## config.mk

```make
export PLATFORM = sky130hd
export DESIGN_NAME = lut_table_writer
export DESIGN_NICKNAME = d
export VERILOG_FILES = /design/src/rtl/lut_cfg_pkg.sv /design/src/rtl/lut_table_ram.sv /design/src/rtl/lut_table_writer.sv
export SDC_FILE = /design/constraint.sdc
export NUM_CORES = 1
export LEC_CHECK = 0
export CAP_MARGIN = 40
export CORE_AREA = 2 2 145 147
export DETAILED_ROUTE_END_ITERATION = 10
export DIE_AREA = 0 0 147 149
export GPL_TIMING_DRIVEN = 0
export PLACE_DENSITY = 0.76
export REMOVE_ABC_BUFFERS = 1
export SETUP_SLACK_MARGIN = 0.4
export SLEW_MARGIN = 20
export SYNTH_ARGS = -nofsm -noshare
export SYNTH_HDL_FRONTEND = slang
export SYNTH_SLANG_ARGS = --single-unit
```

## constraint.sdc

```tcl
create_clock -name clk -period 3.2 [get_ports clk]
set_input_delay 0.48 -clock clk [delete_from_list [all_inputs] [get_ports clk]]
set_output_delay 0.48 -clock clk [all_outputs]
set_load 0.005 [all_outputs]
```

## src/rtl/lut_cfg_pkg.sv

```systemverilog
// Shared types and sizing helpers for the runtime-loadable LUT writer.
// Optional readback (LUT_READBACK_EN) is handled in the modules that import this package.
package lut_cfg_pkg;

    typedef enum logic [1:0] {
        IDLE  = 2'd0,
        LOAD  = 2'd1,
        READY = 2'd2
    } lut_state_e;

    function automatic int depth(input int in_bits);
        return 1 << in_bits;
    endfunction

    function automatic int beats(input int in_bits, input int word_w, input int out_bits);
        return depth(in_bits) / (word_w / out_bits);
    endfunction

    function automatic int addr_w(input int n);
        return (n > 1) ? $clog2(n) : 1;
    endfunction

endpackage

```

## src/rtl/lut_table_ram.sv

```systemverilog
// DEPTH x OUT_BITS table: beat-wide write port, synchronous lookup read port,
// plus a beat-wide synchronous readback port when LUT_READBACK_EN is defined.
module lut_table_ram import lut_cfg_pkg::*; #(
    parameter int IN_BITS  = 8,
    parameter int OUT_BITS = 1,
    parameter int WORD_W   = 8,
    localparam int DEPTH   = depth(IN_BITS),
    localparam int EPB     = WORD_W / OUT_BITS,
    localparam int BEATS   = beats(IN_BITS, WORD_W, OUT_BITS),
    localparam int BW      = addr_w(BEATS)
) (
    input  logic                clk,
    input  logic                rst,
    input  logic                wr_en_i,
    input  logic [BW-1:0]       wr_addr_i,
    input  logic [WORD_W-1:0]   wr_data_i,
    input  logic                rd_en_i,
    input  logic [IN_BITS-1:0]  rd_addr_i,
`ifdef LUT_READBACK_EN
    input  logic                rb_rd_en_i,
    input  logic [BW-1:0]       rb_rd_addr_i,
    output logic [WORD_W-1:0]   rb_rd_data_o,
`endif
    output logic [OUT_BITS-1:0] rd_data_o
);

    logic [OUT_BITS-1:0] mem [DEPTH];
    logic [OUT_BITS-1:0] rd_data_q;

    // Entry j of a beat lands at beat_addr*EPB + j, lowest entry at lowest address.
    always_ff @(posedge clk) begin
        if (wr_en_i) begin
            for (int j = 0; j < EPB; j++) begin
                mem[IN_BITS'(int'(wr_addr_i) * EPB + j)] <= wr_data_i[j*OUT_BITS +: OUT_BITS];
            end
        end
    end

    always_ff @(posedge clk) begin
        if (rst) begin
            rd_data_q <= '0;
        end else if (rd_en_i) begin
            rd_data_q <= mem[rd_addr_i];
        end
    end

    assign rd_data_o = rd_data_q;

`ifdef LUT_READBACK_EN
    logic [WORD_W-1:0] rb_rd_data_q;

    always_ff @(posedge clk) begin
        if (rst) begin
            rb_rd_data_q <= '0;
        end else if (rb_rd_en_i) begin
            for (int j = 0; j < EPB; j++) begin
                rb_rd_data_q[j*OUT_BITS +: OUT_BITS] <= mem[IN_BITS'(int'(rb_rd_addr_i) * EPB + j)];
            end
        end
    end

    assign rb_rd_data_o = rb_rd_data_q;
`endif

endmodule

```

## src/rtl/lut_table_writer.sv

```systemverilog
// Loads a LUT truth table from a config beat stream, then serves registered lookups.
// LUT_READBACK_EN adds rb_req/rb_data/rb_valid to stream the table back out in load order.
//
//   state | meaning
//   IDLE  | no table loaded, beats rejected (flag cfg_err), lookups blocked
//   LOAD  | cfg_ready high, accepting beats 0..BEATS-1
//   READY | table complete, cfg_done high, lookups (and readback) served
module lut_table_writer import lut_cfg_pkg::*; #(
    parameter int IN_BITS  = 8,
    parameter int OUT_BITS = 1,
    parameter int WORD_W   = 8,
    localparam int BEATS   = beats(IN_BITS, WORD_W, OUT_BITS),
    localparam int BW      = addr_w(BEATS)
) (
    input  logic                clk,
    input  logic                rst,
    input  logic                cfg_start,
    input  logic [WORD_W-1:0]   cfg_data,
    input  logic                cfg_valid,
    output logic                cfg_ready,
    output logic                cfg_done,
    output logic                cfg_err,
    input  logic [IN_BITS-1:0]  lut_in,
    input  logic                lut_in_valid,
    output logic [OUT_BITS-1:0] lut_out,
`ifdef LUT_READBACK_EN
    input  logic                rb_req,
    output logic [WORD_W-1:0]   rb_data,
    output logic                rb_valid,
`endif
    output logic                lut_out_valid
);

    lut_state_e    state_q, state_d;
    logic [BW-1:0] cnt_q, cnt_d;
    logic          err_q, err_d;
    logic          out_valid_q;
    logic          accept;
    logic          rd_en;

    // A start pulse outranks a coincident beat: the beat is dropped, not counted.
    assign accept = (state_q == LOAD) && cfg_valid && !cfg_start;
    assign rd_en  = (state_q == READY) && lut_in_valid;

    always_comb begin
        state_d = state_q;
        cnt_d   = cnt_q;
        err_d   = err_q | (cfg_valid && (state_q != LOAD));
        if (cfg_start) begin
            state_d = LOAD;
            cnt_d   = '0;
        end else if (accept) begin
            if (cnt_q == BW'(BEATS - 1)) begin
                state_d = READY;
            end else begin
                cnt_d = cnt_q + BW'(1);
            end
        end
    end

    always_ff @(posedge clk) begin
        if (rst) begin
            state_q     <= IDLE;
            cnt_q       <= '0;
            err_q       <= 1'b0;
            out_valid_q <= 1'b0;
        end else begin
            state_q     <= state_d;
            cnt_q       <= cnt_d;
            err_q       <= err_d;
            out_valid_q <= rd_en;
        end
    end

    assign cfg_ready     = (state_q == LOAD);
    assign cfg_done      = (state_q == READY);
    assign cfg_err       = err_q;
    assign lut_out_valid = out_valid_q;

`ifdef LUT_READBACK_EN
    logic          rb_busy_q, rb_busy_d;
    logic [BW-1:0] rb_cnt_q, rb_cnt_d;
    logic          rb_valid_q;
    logic          rb_rd_en;
    logic [BW-1:0] rb_rd_addr;

    // rb_cnt_q is the next beat address to fetch once streaming has begun.
    always_comb begin
        rb_busy_d  = rb_busy_q;
        rb_cnt_d   = rb_cnt_q;
        rb_rd_en   = 1'b0;
        rb_rd_addr = rb_cnt_q;
        if (cfg_start) begin
            rb_busy_d = 1'b0;
        end else if (rb_busy_q) begin
            rb_rd_en = 1'b1;
            rb_cnt_d = rb_cnt_q + BW'(1);
            if (rb_cnt_q == BW'(BEATS - 1)) begin
                rb_busy_d = 1'b0;
            end
        end else if (rb_req && (state_q == READY)) begin
            rb_rd_en   = 1'b1;
            rb_rd_addr = '0;
            rb_cnt_d   = BW'(1);
            rb_busy_d  = (BEATS > 1);
        end
    end

    always_ff @(posedge clk) begin
        if (rst) begin
            rb_busy_q  <= 1'b0;
            rb_cnt_q   <= '0;
            rb_valid_q <= 1'b0;
        end else begin
            rb_busy_q  <= rb_busy_d;
            rb_cnt_q   <= rb_cnt_d;
            rb_valid_q <= rb_rd_en;
        end
    end

    assign rb_valid = rb_valid_q;
`endif

    lut_table_ram #(
        .IN_BITS  (IN_BITS),
        .OUT_BITS (OUT_BITS),
        .WORD_W   (WORD_W)
    ) u_ram (
        .clk          (clk),
        .rst          (rst),
        .wr_en_i      (accept),
        .wr_addr_i    (cnt_q),
        .wr_data_i    (cfg_data),
        .rd_en_i      (rd_en),
        .rd_addr_i    (lut_in),
`ifdef LUT_READBACK_EN
        .rb_rd_en_i   (rb_rd_en),
        .rb_rd_addr_i (rb_rd_addr),
        .rb_rd_data_o (rb_data),
`endif
        .rd_data_o    (lut_out)
    );

endmodule

```

Word-level counts from Yosys, hierarchy flattened
Memory sizes are Yosys's and may differ from the RTL's. A register that Yosys moved wholly into a read port is not among the register bits.
Index checks and enable logic that the tools add are counted.
Widths: inputs -> output; s select.

storage, ports and cells
  input bits = 21
  memories kept = 1
  output and inout port bits = 5
  bits in registers = 9
  RAM bits = 256

cells by class
  equality and inequality tests = 4
  add/subtract/negate cells = 8
  bitwise operators = 2
  muxes and demuxes = 5
  reductions and logical operators = 11

memory list
  name       words  width  rd ports  clocked after Yosys merged registers in  write ports  line                 RTL
  u_ram.mem  256    1      1         1                                        8            lut_table_ram.sv:27  logic [OUT_BITS-1:0] mem [DEPTH];

operators by type and width
  cell                 count
  $add 8x3->8 const B  4
  $add 8x2->8 const B  2
  $add 8x1->8 const B  1
  $reduce_and 2->1     3
  $add 5x1->5 const B  1
  $eq 5x5->1 const B   1
  $mux 1               5
  $logic_and 1x1->1    4
  $reduce_bool 2->1    2
  $eq 2x1->1 const B   1
  $eq 2x2->1 const B   1
  $ne 2x1->1 const B   1
  $reduce_or 2->1      1
  $logic_not 1->1      1
  $not 1->1            1
  $or 1x1->1           1

Logic depth before layout (Yosys ltp)
  depth in word-level cells = 5
  gate-level depth with buffers = 10

Hierarchy
Synthesis repeated with hierarchy kept, for this count alone.

second synthesis, totals
  cell total of the unflattened synthesis = 563
  area total of the unflattened synthesis = 10636.5 µm²

by module, submodules not included
  module            instances  cells each  area an instance (µm²)
  lut_table_ram     1          517         10221.1
  lut_table_writer  1          46          415.4

Least setup slack after synthesis
Ideal clock, no wire load.

  path type = input to register
  from = input port lut_in[0]
  to = register u_ram.rd_data_q, in the netlist u_ram.rd_data_o, read port of u_ram.mem
  setup time = 0.131 ns
  setup slack = 0.701 ns
  stages on the path = 7
  arrival time = 2.368 ns
  cells stage by stage = buf_6 -> mux4_1 -> mux4_2 -> a221o_1 -> or3_1 -> nand4_1 -> o311ai_1

RTL lines
  what             line                    RTL
  start, declared  lut_table_writer.sv:23  input logic [IN_BITS-1:0] lut_in,
  end, declared    lut_table_ram.sv:28     logic [OUT_BITS-1:0] rd_data_q;

==> summary.txt <==
Detailed routing
  • DRT iter0 DRCs: 527
  • Total wire length: between 20000 and 25000 um
  • Via/cell ratio: 6.24
  • Drt drc: 0
  • ANT nets after route: 0
  • Routed length per instance: 24.8 um
  • DRT Pass-1 Iters: 6
  • Vias: 5503

Clock tree
  • CTS tree: built
  • CTS sink count: 266
  • Bufs on Longest Clock Path: 3
  • Clock Latency Late Sink: 520 ps
  • TritonCTS buffer count: 26
  • Total setup buffers inserted after CTS: 0
  • CTS root buf: clkbuf_16
  • # hold bufs at CTS: 0
  • Reg clk slew, reported paths: approximately 60 ps
  • CTS H-tree lvls: 1

Worst setup path
  • WP buf/inv: 2
  • Worst reg2reg path endpoint: u_ram.mem[31]
  • Origin of the worst setup path: lut_in[0]
  • WP depth: 8
  • Max incr delay on CP: 600 ps
  • CP Class: input pin to flop
  • Reg2Reg Depth: 5
  • Setup crit end kind: flop
  • Reg2reg start: state_q[0]
  • CP max-delay cell: mux4_1
  • Top cell family by delay on the critical path: multiplexers
  • Max FO, Critical Path: 29
  • Crit path cell chain: clkbuf_8 -> buf_16 -> mux4_1 -> mux4_2 -> a221o_1 -> or3_1 -> nand4_1 -> o311ai_1
  • R2r setup slk: 540 ps
  • CP arrival: 3080 ps
  • CP Launch Type: input pin
  • CP Data Required Time: around 3600 ps

Pwr
  • P_leak: 3.79 nW
  • Max IR drop VDD: roughly 0.45 mV
  • Pwr Density: 583 nW/um2

Timing
  • Tmin final: ~2700 ps
  • Worst clock skew: 6.65 ps
  • Period utilization: 83.7%
  • Slew Viols, Final: 0
  • Worst-margin pin slew: just over 800 ps
  • Fmax achieved: between 300 and 400 MHz
  • RSZ-0062 raised after global routing: false
  • Setup violators final: 0
  • Slew HR: ~44%
  • Final Hold Fails: 0

Die
  • Die span in x: 147 um
  • Die H: 149 um
  • Boundary Pins: 26
  • DIE AREA: around 22000 um2
  • Rows: 53
  • Core Region: 20600 um2
  • Initial Util: slightly above 50%

Hold path
  • Hold path depth: 2
  • Hold Path Origin: cfg_err
  • Worst min path class: flop to flop
  • WHS Endpoint: cfg_err

Synthesis
  • EDFF count, synth: 256
  • Mapped Area: 10600 um2
  • Ys async rst share: 0%
  • Area contributors post-synth: edfxtp_1 73%, mux4_2 11%, mux2i_1 2.0%, dfxtp_1 1.9%, nor2_1 1.8%
  • Netlist cell types: 46
  • Primary FF master, synth: edfxtp_1
  • Top cell type's share of synthesized area: 72.6%
  • Sequential-to-total area share from yosys stat: 74.4%
  • Yosys warning count: 0
  • Top cells by count, synth: 256 x edfxtp_1, 54 x mux4_2, 50 x nor2_1
  • Mapped Cells: 555
  • Seq cells post-synth: 266
  • Post-Syn Area per Cell: 19.1 um2
  • Most frequent cell after synthesis: edfxtp_1
  • Cell taking the most area after synthesis: edfxtp_1

Cells and area
  • Non-Filler Instances: 882
  • Design Area, Final: 11900 um2
  • Synthesis-to-layout area growth: 12.7%
  • Ratio of cells with drive above 1 in the final layout: 19.8%
  • Nets: 614
  • FILL cells: 1516
  • Number of diodes: 0

Global routing
  • Vias in the first global route: around 5800
  • Largest net degree at the start of global routing: 48
  • All-Layer GR Usage: 20.3%
  • First-pass GRT wire length: 33400 um
  • Congestion Overflow GR: 0
  • Initial antenna violation count: 0

Run status
  • Status: complete, no violations

Placement
  • Placed Cells: 836
  • Post-placement cell area: 11100 um2
  • Port Buffers: 25
  • GPL Wtd Cong: 0.868
  • Hpwl dp: about 13000 um

Job
  • # Max-Cap Violations: 0
-- where the power goes --
part           switching, mW  leakage, nW  internal [mW]  total [mW]
clock network           1.20        0.382           1.60        2.80
logic                  0.201         1.03          0.135       0.335
registers            0.00224         2.38           3.82        3.82
total                   1.40         3.79           5.56        6.95
-- cells in the final DEF (no fill, tap or decap), types with 7 or more instances in the layout --
| cell | synthesis | final |
|---|---|---|
| nor2_1 | 50 | 50 |
| nor2b_1 | 12 | 12 |
| clkbuf_16 | 0 | 28 |
| clkdlybuf4s50_1 | 0 | 12 |
| clkinv_1 | 0 | 9 |
| dfxtp_1 | 10 | 10 |
| buf_2 | 9 | 18 |
| mux4_2 | 54 | 54 |
| mux2i_1 | 21 | 21 |
| nor3_1 | 15 | 14 |
| a21oi_1 | 7 | 7 |
| a22oi_1 | 8 | 8 |
| nand2_1 | 14 | 14 |
| edfxtp_1 | 256 | 256 |
-- worst reg2reg max path: stages (launching register included) --
cell and delay (ps):
dfxtp_1 360, nor2b_1 260, nand3b_1 260, or3_1 520, nor3_1 670, buf_2 300
-- state kept, by name, summed over array words and instances (netlist names) --
register and cells:
cfg_err 1, u_ram.mem 256, cnt_q 5, lut_out_valid 1, u_ram.rd_data_o 1, state_q 2
-- logic make-up after synthesis --
kind of cell	synth area share [%]
muxes	15.1
AOI/OAI and AO/OA	2.87
xor gates and xnor gates	0.165
and+or+nand+nor	5.74
buffers and inverters	1.45
adders and majority gates	0.236
DFF	74.4
-- metrics by stage --
stage	total power, mW	hold slack [ps]	util (%)	setup TNS (ps)	worst slack, ps
after CTS	6.99	490	57.9	0	418
final	6.95	480	58.1	0	522
after detailed placement	4.23	476	54.1	-262	-262
after global routing	7.14	523	58.1	0	411
after global placement	4.24	455	53.7	-3130	-3130
after floorplan	4.03	464	-	0	856
-- repair_timing --
action	CTS	global route
cloned	0	1
endpoints found under the setup margin	1	1
hold endpoints to repair	0	0
gates resized for setup	1	1
-- per-layer routing --
metal	vias to the layer above	GRT usage [%]	share of wire, %
met3	42	3.52	7.6
met5	-	0	0
met1	2883	28.1	40
met4	0	6.30	2.3
li1	2333	-	-
met2	245	33.6	51
-- final cells by class --
type / count / area (um2) / share of cell area (%)
timing repair buffer: 38 / 359 / 3.01
multi-input combinational: 256 / 2560 / 21.4
clock buffer: 30 / 687 / 5.75
tap: 275 / 344 / 2.88
inverter: 3 / 11.3 / 0.0943
sequential: 266 / 7890 / 66.1
clock inverter: 14 / 90.1 / 0.755
-- worst max path at each step --
stage	end	slack, ps
6_report	u_ram.rd_data_o	520
3_5_place_dp	u_ram.rd_data_o	-260
5_1_grt	u_ram.mem[28]	410
3_3_place_gp	u_ram.rd_data_o	-3130
2_1_floorplan	u_ram.rd_data_o	860
4_1_cts	u_ram.rd_data_o	420
No activity file was read; power rests on OpenSTA's default activity.
